`src/rtl/mem_port_arb_pkg.sv`:
```
// Shared types for the memory-stage MMU port arbiter: requester ids,
// outstanding-queue entries and MMU access size encodings.
package mem_port_arb_pkg;

    typedef enum logic {
        PIPE0 = 1'b0,
        PIPE1 = 1'b1
    } mem_src_t;

    typedef struct packed {
        mem_src_t src;
        logic     discard;
    } out_entry_t;

    localparam logic [1:0] SIZE_BYTE = 2'd0;
    localparam logic [1:0] SIZE_HALF = 2'd1;
    localparam logic [1:0] SIZE_WORD = 2'd2;

    function automatic mem_src_t other_pipe(input mem_src_t s);
        return (s == PIPE0) ? PIPE1 : PIPE0;
    endfunction

endpackage

```
`src/rtl/mem_src_fifo.sv`:
```
// In-order queue of outstanding MMU requests: remembers which pipe issued
// each request and whether its response must be thrown away.
module mem_src_fifo
    import mem_port_arb_pkg::*;
#(
    parameter int DEPTH = 2,
    parameter int PW    = $clog2(DEPTH)
) (
    input  logic         clk,
    input  logic         resetn,
    input  logic         push,
    input  out_entry_t   push_entry,
    input  logic         pop,
    input  logic         set_discard,
    output out_entry_t   head,
    output logic         full,
    output logic         empty,
    output logic [PW:0]  count
);

    localparam logic [PW:0] DEPTH_C = DEPTH[PW:0];

    out_entry_t        mem_q [DEPTH];
    out_entry_t        mem_d [DEPTH];
    logic [PW-1:0]     wr_ptr_q, wr_ptr_d;
    logic [PW-1:0]     rd_ptr_q, rd_ptr_d;
    logic [PW:0]       cnt_q, cnt_d;
    logic              do_push;
    logic              do_pop;

    assign full    = (cnt_q == DEPTH_C);
    assign empty   = (cnt_q == '0);
    assign count   = cnt_q;
    assign head    = mem_q[rd_ptr_q];
    assign do_push = push && !full;
    assign do_pop  = pop && !empty;

    // Broadcast discard is applied before the push so a new entry written in
    // the same cycle still picks up the flush.
    always_comb begin
        mem_d    = mem_q;
        wr_ptr_d = wr_ptr_q;
        rd_ptr_d = rd_ptr_q;
        cnt_d    = cnt_q;
        if (set_discard) begin
            for (int i = 0; i < DEPTH; i++) begin
                mem_d[i].discard = 1'b1;
            end
        end
        if (do_push) begin
            mem_d[wr_ptr_q].src     = push_entry.src;
            mem_d[wr_ptr_q].discard = push_entry.discard | set_discard;
            wr_ptr_d                = wr_ptr_q + 1'b1;
        end
        if (do_pop) begin
            rd_ptr_d = rd_ptr_q + 1'b1;
        end
        case ({do_push, do_pop})
            2'b10:   cnt_d = cnt_q + 1'b1;
            2'b01:   cnt_d = cnt_q - 1'b1;
            default: cnt_d = cnt_q;
        endcase
    end

    always_ff @(posedge clk or negedge resetn) begin
        if (!resetn) begin
            mem_q    <= '{default: '0};
            wr_ptr_q <= '0;
            rd_ptr_q <= '0;
            cnt_q    <= '0;
        end else begin
            mem_q    <= mem_d;
            wr_ptr_q <= wr_ptr_d;
            rd_ptr_q <= rd_ptr_d;
            cnt_q    <= cnt_d;
        end
    end

endmodule

```
`src/rtl/mem_port_arb.sv`:
```
// Shares the MMU data-side port between the two memory-stage pipes and
// routes in-order MMU responses back to the pipe that issued each request.
module mem_port_arb
    import mem_port_arb_pkg::*;
#(
    parameter int MAX_OUTSTANDING = 2,
    parameter bit PRIO_PIPE0      = 1'b1
) (
    input  logic             clk,
    input  logic             resetn,
    input  logic             flush,
    input  logic [1:0]       req_valid,
    input  logic [1:0][31:0] req_addr,
    input  logic [1:0]       req_we,
    input  logic [1:0][1:0]  req_size,
    input  logic [1:0][3:0]  req_wstrb,
    input  logic [1:0][31:0] req_wdata,
    output logic [1:0]       req_addr_ok,
    output logic [1:0]       req_data_ok,
    output logic [1:0][31:0] req_rdata,
    output logic             mmu_valid,
    output logic [31:0]      mmu_addr,
    output logic             mmu_we,
    output logic [1:0]       mmu_size,
    output logic [3:0]       mmu_wstrb,
    output logic [31:0]      mmu_wdata,
    input  logic             mmu_addr_ok,
    input  logic             mmu_data_ok,
    input  logic [31:0]      mmu_rdata,
    output logic             busy
);

    localparam int PW = $clog2(MAX_OUTSTANDING);

    logic        lock_q, lock_d;
    mem_src_t    lock_src_q, lock_src_d;
    mem_src_t    rr_q, rr_d;
    mem_src_t    grant;
    logic        accept;
    logic        forward;
    logic        fifo_pop;
    logic        fifo_full;
    logic        fifo_empty;
    logic [PW:0] fifo_count;
    out_entry_t  fifo_head;
    out_entry_t  push_entry;

    always_comb begin
        grant = PIPE0;
        if (lock_q) begin
            grant = lock_src_q;
        end else begin
            case (req_valid)
                2'b10:   grant = PIPE1;
                2'b11:   grant = PRIO_PIPE0 ? PIPE0 : rr_q;
                default: grant = PIPE0;
            endcase
        end
    end

    // mmu_valid is gated by resetn so the port is quiet the moment reset asserts.
    assign mmu_valid  = resetn && req_valid[grant] && !fifo_full && !flush;
    assign accept     = mmu_valid && mmu_addr_ok;
    assign fifo_pop   = mmu_data_ok && !fifo_empty;
    assign forward    = fifo_pop && !fifo_head.discard && !flush;
    assign push_entry = '{src: grant, discard: 1'b0};
    assign busy       = (fifo_count != '0);

    always_comb begin
        lock_d     = lock_q;
        lock_src_d = lock_src_q;
        rr_d       = rr_q;
        if (flush || accept) begin
            lock_d = 1'b0;
        end else if (mmu_valid && !mmu_addr_ok) begin
            lock_d     = 1'b1;
            lock_src_d = grant;
        end else if (lock_q && !req_valid[lock_src_q]) begin
            lock_d = 1'b0;
        end
        if (accept) begin
            rr_d = other_pipe(grant);
        end
    end

    always_ff @(posedge clk or negedge resetn) begin
        if (!resetn) begin
            lock_q     <= 1'b0;
            lock_src_q <= PIPE0;
            rr_q       <= PIPE0;
        end else begin
            lock_q     <= lock_d;
            lock_src_q <= lock_src_d;
            rr_q       <= rr_d;
        end
    end

    always_comb begin
        mmu_addr    = req_addr[grant];
        mmu_we      = req_we[grant];
        mmu_size    = req_size[grant];
        mmu_wstrb   = req_wstrb[grant];
        mmu_wdata   = req_wdata[grant];
        req_addr_ok = '0;
        req_addr_ok[grant] = accept;
        req_data_ok = '0;
        req_rdata   = '0;
        if (forward) begin
            req_data_ok[fifo_head.src] = 1'b1;
            req_rdata[fifo_head.src]   = mmu_rdata;
        end
    end

    mem_src_fifo #(
        .DEPTH (MAX_OUTSTANDING)
    ) u_src_fifo (
        .clk         (clk),
        .resetn      (resetn),
        .push        (accept),
        .push_entry  (push_entry),
        .pop         (fifo_pop),
        .set_discard (flush),
        .head        (fifo_head),
        .full        (fifo_full),
        .empty       (fifo_empty),
        .count       (fifo_count)
    );

    // A response with nothing outstanding means the MMU broke ordering.
    no_orphan_data_ok: assert property (
        @(posedge clk) disable iff (!resetn) !(mmu_data_ok && fifo_empty)
    );

endmodule

```
`config.mk`:
```
export PLATFORM = sky130hd
export DESIGN_NAME = mem_port_arb
export DESIGN_NICKNAME = d
export VERILOG_FILES = /design/src/rtl/mem_port_arb_pkg.sv /design/src/rtl/mem_src_fifo.sv /design/src/rtl/mem_port_arb.sv
export SDC_FILE = /design/constraint.sdc
export NUM_CORES = 1
export LEC_CHECK = 0
export ABC_AREA = 1
export CAP_MARGIN = 20
export CORE_AREA = 2 2 125 127
export CTS_CLUSTER_DIAMETER = 80
export DETAILED_ROUTE_END_ITERATION = 6
export DIE_AREA = 0 0 127 129
export PLACE_DENSITY = 0.51
export SYNTH_ARGS = -nofsm -noshare
export SYNTH_HDL_FRONTEND = slang
export SYNTH_SLANG_ARGS = --single-unit
```
`constraint.sdc`:
```
create_clock -name clk -period 3.5 [get_ports clk]
set_input_delay 0.7 -clock clk [delete_from_list [all_inputs] [get_ports clk]]
set_output_delay 0.7 -clock clk [all_outputs]
set_load 0.005 [all_outputs]
```
# Word level (Yosys, flattened, before mapping)
# Index checks and enable logic that the tools add are counted.
[op_classes] n_addsub=4 n_lt_le_gt_ge=8 n_eq_ne=4 mux=40 bitwise_logic=5 reduce_logical=26
[ops] operator="$mux 32" count=5
[ops] operator="$and 64x64->64" count=1
[ops] operator="$mux 64" count=1
[ops] operator="$demux 32 s1" count=1
[ops] operator="$mux 1" count=16
[ops] operator="$logic_and 1x1->1" count=14
[ops] operator="$mux 2" count=7
[ops] operator="$bwmux 4" count=2
[ops] operator="$mux 4" count=2
[ops] operator="$eq 2x2->1 const B" count=3
[ops] operator="$logic_not 1->1" count=6
[ops] operator="$lt 1x2->1 const B" count=3
[ops] operator="$demux 2 s1" count=2
[ops] operator="$ge 2x2->1 const B" count=2
[ops] operator="$not 1->2" count=2
[ops] operator="$pmux 2 s2" count=1
[ops] operator="$reduce_bool 2->1" count=2
[ops] operator="$mux 3" count=1
[ops] operator="$reduce_bool 3->1" count=1
[ops] operator="$add 1x1->1 const B" count=2
[ops] operator="$add 2x1->2 const B" count=1
[ops] operator="$and 2x2->2" count=1
[ops] operator="$demux 1 s1" count=2
[ops] operator="$eq 2x1->1 const B" count=1
[ops] operator="7 further kinds" count=8
[word_totals] regBits=10 in_bits=181 output_inout_bits=141 word_cells=96

# Longest topological paths before layout
# Gate-level depths: netlist of the first run.
[logic_depth] ltp_word=12 ltp_mapped=10 ltp_nobuf=10

# By module
# A second synthesis of the first run with hierarchy kept.
[hier_totals] cells_unflattened=433 hier_area_um2=1969.4
[by_module_without_submodules] module="mem_port_arb" instances=1 cells_each=375 area_each_um2=1524.0 seq_area_each_um2=50.0
[by_module_without_submodules] module="mem_src_fifo" instances=1 cells_each=58 area_each_um2=445.4 seq_area_each_um2=200.2

# Worst setup path after synthesis of the first run
# No wires, ideal clock.
[synth_timing] path_type="input -> output" start="input port req_valid[0]" end="output port mmu_addr[10]" arrival_ps=1500 required_ps=2800 path_slack_ps=1300 stages=9 path_buffers=3 path_cell_list="inv_1 -> nand2_1 -> nand2_1 -> and2_1 -> buf_2 -> buf_2 -> buf_2 -> nand2_1 -> nand2_1"
[synth_via] elab_chain_len=5
[synth_lines] element="start, declared" line="mem_port_arb.sv:12" text="input logic [1:0] req_valid,"
[synth_lines] element="$eq 2x2->1" line="mem_port_arb.sv:53" text="case (req_valid)"
[synth_lines] element="$mux 1" line="mem_port_arb.sv:53"
[synth_lines] element="$mux 1" line="mem_port_arb.sv:50" text="if (lock_q) begin"
[synth_lines] element="$mux 32 (not written as such) (2 in a row)" line="mem_port_arb.sv:99" text="mmu_addr = req_addr[grant];"
[synth_lines] element="end, declared" line="mem_port_arb.sv:22" text="output logic [31:0] mmu_addr,"
# No other way between the ends. The select of a mux whose other input is x is not followed.

# Worst setup path in the final report of the first run
[layout_timing] start="input port req_valid[0]" end="output port mmu_wstrb[2]"
[layout_via] elab_chain_len=5
[layout_lines] element="$eq 2x2->1" line="mem_port_arb.sv:53"
[layout_lines] element="$mux 1" line="mem_port_arb.sv:53"
[layout_lines] element="$mux 1" line="mem_port_arb.sv:50"
[layout_lines] element="$mux 4 (not written as such) (2 in a row)" line="mem_port_arb.sv:102" text="mmu_wstrb = req_wstrb[grant];"
[layout_lines] element="end, declared" line="mem_port_arb.sv:25" text="output logic [3:0] mmu_wstrb,"
# No other way between the ends. The select of a mux whose other input is x is not followed.

==> flow_metrics.tcl, run 1 <==
set metrics [dict create \
    async_flop_share_pct 100 \
    skew_ps 2.78 \
    worstPathCellList "clkdlybuf4s50_1 -> inv_1 -> nand2_1 -> nand2_1 -> and2_2 -> inv_2 -> buf_12 -> nand2_1 -> nand2_1 -> clkdlybuf4s50_1" \
    cap_violations 0 \
    switchingPower_mw 0.741 \
    hpwlAfterDp_um 10300 \
    pwr-share-seq_pct 10.5 \
    gr-usage-all-layers_pct 13.1 \
    vdd_ir_drop_max_mv 0.169 \
    post_cts_buffers 0 \
    slew_headroom_pct 78.4 \
    fin_ws_ps 208 \
    clkSinkCount 10 \
    cts_tree "built" \
    stdcell_count 921 \
    postRouteAntennaNets 0 \
    path_clk_slew_ps 40 \
    seqCellArea_um2 250 \
    core-area_um2 15000 \
    finalMaxSlewViolations 0 \
    yosysUniqueCellTypes 21 \
    worstMarginPinSlew_ps 321 \
    io_pins 322 \
    routabilityCongestion 0.735 \
    chipHeight_um 129 \
    postCtsResizedCells 0 \
    fillerInstances 1582 \
    final_hold_viol_count 0 \
    synthesis.area_um2 1980 \
    place_ws_ps 176 \
    path_max_fanout 32 \
    portBuffers 321 \
    ctsHtreeMaxLevel 1 \
    fin_tns_setup_ps 0 \
    min-delay-start "u_src_fifo.mem_q[2]" \
    grt_max_degree 43 \
    start_util_pct 13.2 \
    rsz0062_at_grt "no" \
    syn_area_per_cell_um2 4.72 \
    multi_input_area_um2 1400 \
    p_clk_share_pct 10.1 \
    crit_required_ps 2800 \
    wirelength_um 11900 \
    nNetsFinal 917 \
    synth.most_common_cell "nand2_1" \
    grt_overflow 0 \
    end_kind "primary output" \
    setup_viol 0 \
    p_int_mw 1.17 \
    slowest_delay_ps 510 \
    start_kind "input pin" \
    crit_family "buffers and inverters" \
    combPwrFrac_pct 79.4 \
    viasPerCell 3.81 \
    synthesis.nets 601 \
    rrSetupSlack_ps 1570 \
    rr_worst_depth 10 \
    cts_root_buf "clkbuf_16" \
    synth_seq_cells 10 \
    yosys_warnings 0 \
    drtPass1Iterations 4 \
    crit_type "in -> out" \
    synthTopCellsByArea "nand2_1 (45%), dfrtp_1 (13%), nor2_1 (11%)" \
    rows 45 \
    ys_seq_area_share_pct 12.7 \
    crit_arrival_ps 2590 \
    cp_common_cell "nand2_1" \
    netlist_top_cells_count "nand2_1 (239), nor2_1 (59), inv_1 (46), buf_2 (14), nor2_2 (13)" \
    hp-class "reg -> reg" \
    grt_pass1_wl_um 17200 \
    hold_path_depth 2 \
    leakagePower_nw 2.65 \
    whs_endpoint "u_src_fifo.mem_q[2]" \
    diodes 0 \
    design.die.area_um2 16400 \
    numCtsBuffers 3 \
    die_w_um 127 \
    wl_per_cell_um 12.9 \
    placed_cells 918 \
    cts_buffer_depth 2 \
    drive_above_1_share_pct 5.46 \
    finalPower_mw 1.91 \
    crit_buf_inv 5 \
    fmax_mhz 304 \
    synthesis.instances 419 \
    r2r_end "u_src_fifo.count[1]" \
    synth_edf_count 0 \
    drc 0 \
    yosysTopAreaCellShare_pct 45.4 \
    finalCriticalPeriod_ps 3290 \
    antenna_found_initial 0 \
    hold_buffers 0 \
    rr_startpoint "u_src_fifo.count[0]" \
    ys.flop_type "dfrtp_1" \
    cpMaxStageDelayCell "clkdlybuf4s50_1" \
    clk_latency_ps 230 \
    critPathLaunch "req_valid[0]" \
    num_vias 3510 \
    status "complete, no violations" \
    areaGrowthSynthToFinish_pct 178 \
    grt_pass1_vias 3343 \
    first_iter_violations 50 \
    fin_crit_sh_pct 94.1 \
    swShare_pct 38.7 \
    yosys.area.top_type "nand2_1" \
    power_density_nw_per_um2 349 \
]
==> worst max-delay path by stage <==
stage / endpoint / cells after the start
2_1_floorplan: mmu_addr[10] / 9
3_3_place_gp: mmu_wstrb[2] / 10
3_5_place_dp: req_rdata[54] / 7
4_1_cts: req_rdata[54] / 7
5_1_grt: mmu_size[1] / 8
6_report: mmu_wstrb[2] / 10
==> worst min-delay path, stage by stage (launching register included) <==
cell and delay (ps):
dfrtp_1 340, nand2_1 50, nand2_1 50
==> metal layers <==
| layer | track usage (%) | share of wire, % | vias up |
|---|---|---|---|
| met1 | 14.3 | 37 | 1477 |
| met4 | 1.55 | 0.29 | 0 |
| li1 | - | - | 1837 |
| met5 | 0 | 0 | - |
| met3 | 4.03 | 9.9 | 4 |
| met2 | 25.6 | 52 | 192 |
==> power groups by stage <==
stage	Combinational, mW	Sequential (mW)	Clock, mW
floorplan	0.631	0.190	0
global placement	1.54	0.199	0
detailed placement	1.54	0.202	0
CTS	1.55	0.202	0.200
global route	1.68	0.207	0.206
finish	1.52	0.202	0.193
==> kinds of logic after synthesis <==
family | after synthesis | synth area share, %
xor+xnor | 3 | 1.33
flops | 10 | 12.7
simple gates | 326 | 66.8
fa+ha+maj | 1 | 0.633
compound gates | 7 | 1.77
buf+inv | 72 | 16.8
==> area by class of cell <==
type,count,share of cell area [%]
clock buffer,3,1.37
multi-input combinational,337,25.4
sequential,10,4.56
timing repair buffer,334,61.0
tap,188,4.29
inverter,49,3.35
==> layout by cell type (no fill, tap or decap), drive strengths merged <==
cell	n
and2	1
ha	1
o21ai	6
dfrtp	10
clkdlybuf4s50	321
xor2	2
nor2	72
nand4	4
nand3	2
or2	2
a21oi	1
nand2	243
xnor2	1
nor3	2
inv	49
buf	13
clkbuf	3
==> stage by stage <==
step	util (%)	hold slack, ps	cell area [um2]
after global placement	36.1	461	5410
after detailed placement	36.1	472	5410
final	36.6	482	5490
after floorplan	-	404	1980
after CTS	36.6	483	5490
after global routing	36.6	513	5490
Power figures use the tool's default switching activity.
==> run 2, diff against run 1 <==
Settings changed: HOLD_SLACK_MARGIN set to 0.08.
==> results of run 2 <==
The final DEF is identical to that of run 1; final timing and power are the same.
==> run 3, diff against run 2 <==
Settings changed: ABC_CLOCK_PERIOD_IN_PS set to 3500.
==> results of run 3 <==
The final DEF is identical to that of run 1; final timing and power are the same.
